<file path="config.mk">
export PLATFORM = sky130hd
export DESIGN_NAME = pipe_ctrl_flat
export DESIGN_NICKNAME = d
export VERILOG_FILES = /design/src/rtl/pipe_ctrl_if.sv /design/src/rtl/pipe_ctrl.sv /design/src/flat_wrapper.sv
export SDC_FILE = /design/constraint.sdc
export NUM_CORES = 1
export LEC_CHECK = 0
export CAP_MARGIN = 20
export CORE_ASPECT_RATIO = 0.6
export CORE_UTILIZATION = 52
export CTS_BUF_LIST = sky130_fd_sc_hd__clkbuf_8
export DETAILED_ROUTE_END_ITERATION = 6
export PLACE_DENSITY = 0.87
export SLEW_MARGIN = 0
export SYNTH_ARGS = -nofsm -noshare
export SYNTH_HDL_FRONTEND = slang
export SYNTH_SLANG_ARGS = --single-unit
export TNS_END_PERCENT = 5
</file>
<file path="constraint.sdc">
create_clock -name clk -period 5.2 [get_ports clk]
set_input_delay 0.78 -clock clk [delete_from_list [all_inputs] [get_ports clk]]
set_output_delay 0.78 -clock clk [all_outputs]
set_load 0.01 [all_outputs]
</file>
<file path="src/rtl/pipe_ctrl_if.sv">
// Stage-to-controller bundle for pipe_ctrl: stall requests and exception report in,
// stall vector, flush/redirect and diagnostics out.
interface pipe_ctrl_if #(
    parameter int CNT_W = 32
);
    logic             stallreq_if;
    logic             stallreq_id;
    logic             stallreq_ex;
    logic             stallreq_mem;
    logic             excp_valid;
    logic [31:0]      excp_handler;
    logic [5:0]       stall;
    logic             flush;
    logic [31:0]      new_pc;
    logic [CNT_W-1:0] stall_cnt;
    logic             stall_timeout;

    modport master (
        output stallreq_if, stallreq_id, stallreq_ex, stallreq_mem,
        output excp_valid, excp_handler,
        input  stall, flush, new_pc, stall_cnt, stall_timeout
    );

    modport slave (
        input  stallreq_if, stallreq_id, stallreq_ex, stallreq_mem,
        input  excp_valid, excp_handler,
        output stall, flush, new_pc, stall_cnt, stall_timeout
    );
endinterface

</file>
<file path="src/rtl/pipe_ctrl.sv">
// Pipeline controller: per-stage stall vector, multi-cycle exception flush with
// redirect PC, saturating stall-cycle counter and sticky stall watchdog.
module pipe_ctrl #(
    parameter int FLUSH_CYCLES  = 1,
    parameter int STALL_TIMEOUT = 1024,
    parameter int CNT_W         = 32
) (
    input  logic        clk,
    input  logic        rst,
    pipe_ctrl_if.slave  bus
);
    typedef enum logic [1:0] {RUN = 2'd0, STALL = 2'd1, FLUSH = 2'd2} state_t;

    localparam int FW = (FLUSH_CYCLES > 1) ? $clog2(FLUSH_CYCLES) : 1;
    localparam int RW = $clog2(STALL_TIMEOUT + 1);
    localparam logic [FW-1:0]    FLUSH_LAST = FW'(FLUSH_CYCLES - 1);
    localparam logic [RW-1:0]    TIMEOUT_V  = RW'(STALL_TIMEOUT);
    localparam logic [CNT_W-1:0] CNT_MAX    = '1;

    state_t           state_q, state_d;
    logic [FW-1:0]    flush_cnt_q, flush_cnt_d;
    logic [RW-1:0]    run_len_q, run_len_d;
    logic [CNT_W-1:0] stall_cnt_q, stall_cnt_d;
    logic [31:0]      new_pc_q, new_pc_d;
    logic             timeout_q, timeout_d;
    logic [5:0]       stall_vec;
    logic             any_req;
    logic             accept;

    assign any_req = bus.stallreq_if | bus.stallreq_id | bus.stallreq_ex | bus.stallreq_mem;
    assign accept  = (state_q != FLUSH) && bus.excp_valid;

    // State register
    always_ff @(posedge clk or negedge rst) begin
        if (!rst) begin
            state_q <= RUN;
        end else begin
            state_q <= state_d;
        end
    end

    // Next-state logic
    always_comb begin
        state_d = state_q;
        case (state_q)
            RUN: begin
                if (bus.excp_valid)   state_d = FLUSH;
                else if (any_req)     state_d = STALL;
            end
            STALL: begin
                if (bus.excp_valid)   state_d = FLUSH;
                else if (!any_req)    state_d = RUN;
            end
            FLUSH: begin
                if (flush_cnt_q == FLUSH_LAST) state_d = RUN;
            end
            default: state_d = RUN;
        endcase
    end

    // Output logic; stall is masked during reset so every output reads 0.
    always_comb begin
        stall_vec = 6'b000000;
        if (state_q != FLUSH) begin
            if (bus.stallreq_mem)     stall_vec = 6'b011111;
            else if (bus.stallreq_ex) stall_vec = 6'b001111;
            else if (bus.stallreq_id) stall_vec = 6'b000111;
            else if (bus.stallreq_if) stall_vec = 6'b000011;
        end
        bus.stall         = rst ? stall_vec : 6'b000000;
        bus.flush         = (state_q == FLUSH);
        bus.new_pc        = new_pc_q;
        bus.stall_cnt     = stall_cnt_q;
        bus.stall_timeout = timeout_q;
    end

    always_comb begin
        flush_cnt_d = flush_cnt_q;
        new_pc_d    = new_pc_q;
        stall_cnt_d = stall_cnt_q;
        run_len_d   = run_len_q;
        timeout_d   = timeout_q;

        if (accept) begin
            flush_cnt_d = '0;
            new_pc_d    = bus.excp_handler;
        end else if (state_q == FLUSH) begin
            flush_cnt_d = flush_cnt_q + FW'(1);
        end

        if ((stall_vec != 6'b000000) && (stall_cnt_q != CNT_MAX))
            stall_cnt_d = stall_cnt_q + CNT_W'(1);

        // Run length saturates at the threshold so it can never wrap back below it.
        if (accept || (stall_vec == 6'b000000))
            run_len_d = '0;
        else if (run_len_q != TIMEOUT_V)
            run_len_d = run_len_q + RW'(1);

        if ((stall_vec != 6'b000000) && (run_len_q == TIMEOUT_V - RW'(1)))
            timeout_d = 1'b1;
    end

    always_ff @(posedge clk or negedge rst) begin
        if (!rst) begin
            flush_cnt_q <= '0;
            new_pc_q    <= '0;
            stall_cnt_q <= '0;
            run_len_q   <= '0;
            timeout_q   <= 1'b0;
        end else begin
            flush_cnt_q <= flush_cnt_d;
            new_pc_q    <= new_pc_d;
            stall_cnt_q <= stall_cnt_d;
            run_len_q   <= run_len_d;
            timeout_q   <= timeout_d;
        end
    end
endmodule

</file>
<file path="src/flat_wrapper.sv">
// flat-port wrapper written by rule: the top's interface ports become plain ports
module pipe_ctrl_flat 
#(
    parameter int FLUSH_CYCLES  = 1,
    parameter int STALL_TIMEOUT = 1024,
    parameter int CNT_W         = 32
)
  (clk, rst, bus_stallreq_if, bus_stallreq_id, bus_stallreq_ex, bus_stallreq_mem, bus_excp_valid, bus_excp_handler, bus_stall, bus_flush, bus_new_pc, bus_stall_cnt, bus_stall_timeout);
  pipe_ctrl_if #(.CNT_W(CNT_W)) bus_i ();
  input  logic clk;
  input  logic rst;
  input wire logic [$bits(bus_i.stallreq_if)-1:0] bus_stallreq_if;
  input wire logic [$bits(bus_i.stallreq_id)-1:0] bus_stallreq_id;
  input wire logic [$bits(bus_i.stallreq_ex)-1:0] bus_stallreq_ex;
  input wire logic [$bits(bus_i.stallreq_mem)-1:0] bus_stallreq_mem;
  input wire logic [$bits(bus_i.excp_valid)-1:0] bus_excp_valid;
  input wire logic [$bits(bus_i.excp_handler)-1:0] bus_excp_handler;
  output wire logic [$bits(bus_i.stall)-1:0] bus_stall;
  output wire logic [$bits(bus_i.flush)-1:0] bus_flush;
  output wire logic [$bits(bus_i.new_pc)-1:0] bus_new_pc;
  output wire logic [$bits(bus_i.stall_cnt)-1:0] bus_stall_cnt;
  output wire logic [$bits(bus_i.stall_timeout)-1:0] bus_stall_timeout;
  assign bus_i.stallreq_if = bus_stallreq_if;
  assign bus_i.stallreq_id = bus_stallreq_id;
  assign bus_i.stallreq_ex = bus_stallreq_ex;
  assign bus_i.stallreq_mem = bus_stallreq_mem;
  assign bus_i.excp_valid = bus_excp_valid;
  assign bus_i.excp_handler = bus_excp_handler;
  assign bus_stall = bus_i.stall;
  assign bus_flush = bus_i.flush;
  assign bus_new_pc = bus_i.new_pc;
  assign bus_stall_cnt = bus_i.stall_cnt;
  assign bus_stall_timeout = bus_i.stall_timeout;
  pipe_ctrl #(.FLUSH_CYCLES(FLUSH_CYCLES), .STALL_TIMEOUT(STALL_TIMEOUT), .CNT_W(CNT_W)) u_core (.clk(clk), .rst(rst), .bus(bus_i));
endmodule
</file>
==> impl_metrics.tcl <==
set metrics [dict create \
    outcome "complete, no violations" \
    post-cts-setup-buffer-count 0 \
    initialDrtViolationCount 167 \
    io_buffer_count 109 \
    synth_edf_count 0 \
    synth_top_family_by_area "simple AND/OR/NAND/NOR gates" \
    grt_pass1_wl_mm 13.05 \
    synth-compound-area-share 0.01834 \
    async_flop_share 1.000 \
    grt_max_degree 80 \
    dp_hpwl_mm 5.868 \
    syn_avg_cell_area_um2 11.79 \
    critical_path_arrival_ns 2.56 \
    worstSetupEndpointType "primary output" \
    rsz0062_at_grt "false" \
    final-hold-violation-count 0 \
    core_um2 6359 \
    drv_slew 0 \
    area_delta_synth_final_pct 38.50 \
    drcViolationCount 0 \
    first_pass_iters 4 \
    power.density_nw_per_um2 358.0 \
    die_y_um 65.99 \
    rows 22 \
    post-route-cell-area_um2 4915 \
    vias 2745 \
    critPathLaunchType "input port" \
    nets 454 \
    timing.setup.tns_ns 0 \
    worstHoldPathType "input port to async pin" \
    ys_warn_count 0 \
    critPathRequiredTime_ns 4.42 \
    finClkSkew_ns 0.01404 \
    yosys.area_share.simple 0.1837 \
    die_x_um 108.6 \
    worst_slew_pin_slew_ns 0.9927 \
    syn_nets 343 \
    syn_area_um2 3548 \
    ys_seq_elements 79 \
    dpl_cell_area_um2 4681 \
    synth-xor-area-share 0.09133 \
    yosysSeqAreaShare 0.5571 \
    htreeDepth 3 \
    hold_buffers 0 \
    diodes 0 \
    start_util 0.5580 \
    grt_pass1_vias 2619 \
    clock-sinks 79 \
    maxCapViolCount 0 \
    gp_congestion 0.7675 \
    maxSlewHeadroom 0.3321 \
    setup_viol 0 \
    synth.most_common_cell "dfrtp_1" \
    syn_inst 301 \
    cts_made_buffers 9 \
    fin_crit_ns 3.339 \
    ys.flop_type "dfrtp_1" \
    synth_mux_area_frac 0.1079 \
    synth_top_area_cell "dfrtp_1" \
    routed_via_density 5.479 \
    overflow 0 \
    wl_mm 8.238 \
    dieArea_um2 7169 \
    final_layout_size_suffix_gt1_frac 0.1511 \
    fin_crit_sh 0.6422 \
    max_freq_ghz 0.2995 \
    antenna_found_initial 0 \
    clk_pin_slew_ns 0.08 \
    avgRoutedWirePerCell_um 16.44 \
    cts.repair.resized 0 \
    yosys-top-cells-count "79 x dfrtp_1, 34 x mux2_2, 22 x nor2_1" \
    synth_top_cell_area_share 0.5571 \
    clock_latency_ns 0.36 \
    p_leak_nw 2.092 \
    cp_max_fo 5 \
    io_pins 111 \
    synth.area.top_cells "dfrtp_1 56%, mux2_2 11%, xor2_1 4.9%, xnor2_1 4.2%, nand3_1 2.7%" \
    antenna_left 0 \
    ir_drop_uv 225.1 \
    synthAdderAreaFrac 0.01058 \
    clock_path_buffers 2 \
    ctsRootBufferMaster "clkbuf_8" \
    cts_tree "built" \
    path_class "input port to primary output" \
    synth.distinct_cells 40 \
    grt_use_total 0.2446 \
]
through the flow:
step | setup slack, ns | utilization | hold slack [ns] | power, mW | std cells
floorplan | 2.852 | - | 0.4252 | 1.017 | 301
global placement | 2.055 | 0.7361 | 0.4617 | 1.288 | 484
detailed placement | 1.892 | 0.7361 | 0.4602 | 1.307 | 484
CTS | 1.878 | 0.7686 | 0.4801 | 1.769 | 500
global route | 1.785 | 0.7729 | 0.3458 | 1.857 | 501
finish | 1.861 | 0.7729 | 0.3579 | 1.759 | 501
registers in the layout, summed over array words and instances (netlist names):
name	cells
u_core.run_len_q	11
u_core.bus.stall_timeout	1
u_core.bus.stall_cnt	32
u_core.flush_cnt_q	1
u_core.state_q	2
u_core.bus.new_pc	32
critical path: stages:
cell	delay, ns
clkdlybuf4s50_1	0.50
nor4_1	0.60
nor2_1	0.15
clkdlybuf4s50_1	0.53
power breakdown:
group	switching, mW	leakage, nW	internal, mW	total [mW]
Sequential	0.0754	0.995	0.716	0.792
Combinational	0.205	0.995	0.298	0.503
Clock	0.227	0.103	0.237	0.465
per-layer routing:
layer / track usage / share of wire / vias to the layer above / wire length [µm]
met5: 0 / 0 / - / 0
met4: 0.09628 / 0.015 / 0 / 125
met3: 0.06700 / 0.075 / 14 / 616
met2: 0.3647 / 0.44 / 99 / 3656
met1: 0.3398 / 0.47 / 1352 / 3839
li1: - / - / 1280 / -
cells by family after synthesis:
logic type	count (synthesis)
compound gates	11
xor+xnor	37
fa+ha+maj	3
buf+inv	20
flops	79
mux	34
other cells	1
simple gates	116
layout make-up:
type	instances	area, µm²
Tap cell	84	105.1
Timing Repair Buffer	112	1131
Clock buffer	10	137.6
Multi-Input combinational cell	202	1465
Clock inverter	6	68.82
Fill cell	417	1444
Sequential cell	79	1977
Inverter	8	30.03
cell usage in the layout (no fill, tap or decap), drive strengths merged, types with 4 or more instances in the layout:
cell           netlist  routed
nand4               14      14
nor3                10      10
xnor2               17      17
mux2                34      34
nand3               19      19
and3                 6       6
o21ai                4       4
nor4                 7       7
nand2               19      19
buf                 10       4
dfrtp               79      79
and4                 7       7
inv                  8       9
clkdlybuf4s50        0     108
xor2                20      20
nor2                22      22
clkbuf               2      10
final timing paths:
| check | startpoint | endpoint | slack, ns | cells after the start |
|---|---|---|---|---|
| max reg2reg | u_core.state_q[1]$_DFFE_PN0P_ | u_core.bus.stall_cnt[29]$_DFFE_PN0P_ | 2.73 | 6 |
| min in group clk | u_core.bus.stall_timeout$_DFFE_PN0P_ | u_core.bus.stall_timeout$_DFFE_PN0P_ | 0.48 | 2 |
| max in group asynchronous | rst | u_core.bus.stall_cnt[25]$_DFFE_PN0P_ | 4.29 | 3 |
| min reg2reg | u_core.bus.stall_timeout$_DFFE_PN0P_ | u_core.bus.stall_timeout$_DFFE_PN0P_ | 0.48 | 2 |
| max | bus_stallreq_mem | bus_stall[0] | 1.86 | 4 |
| min | rst | u_core.bus.new_pc[11]$_DFFE_PN0P_ | 0.36 | 2 |
Note: power is estimated with default switching activity, not from simulation.
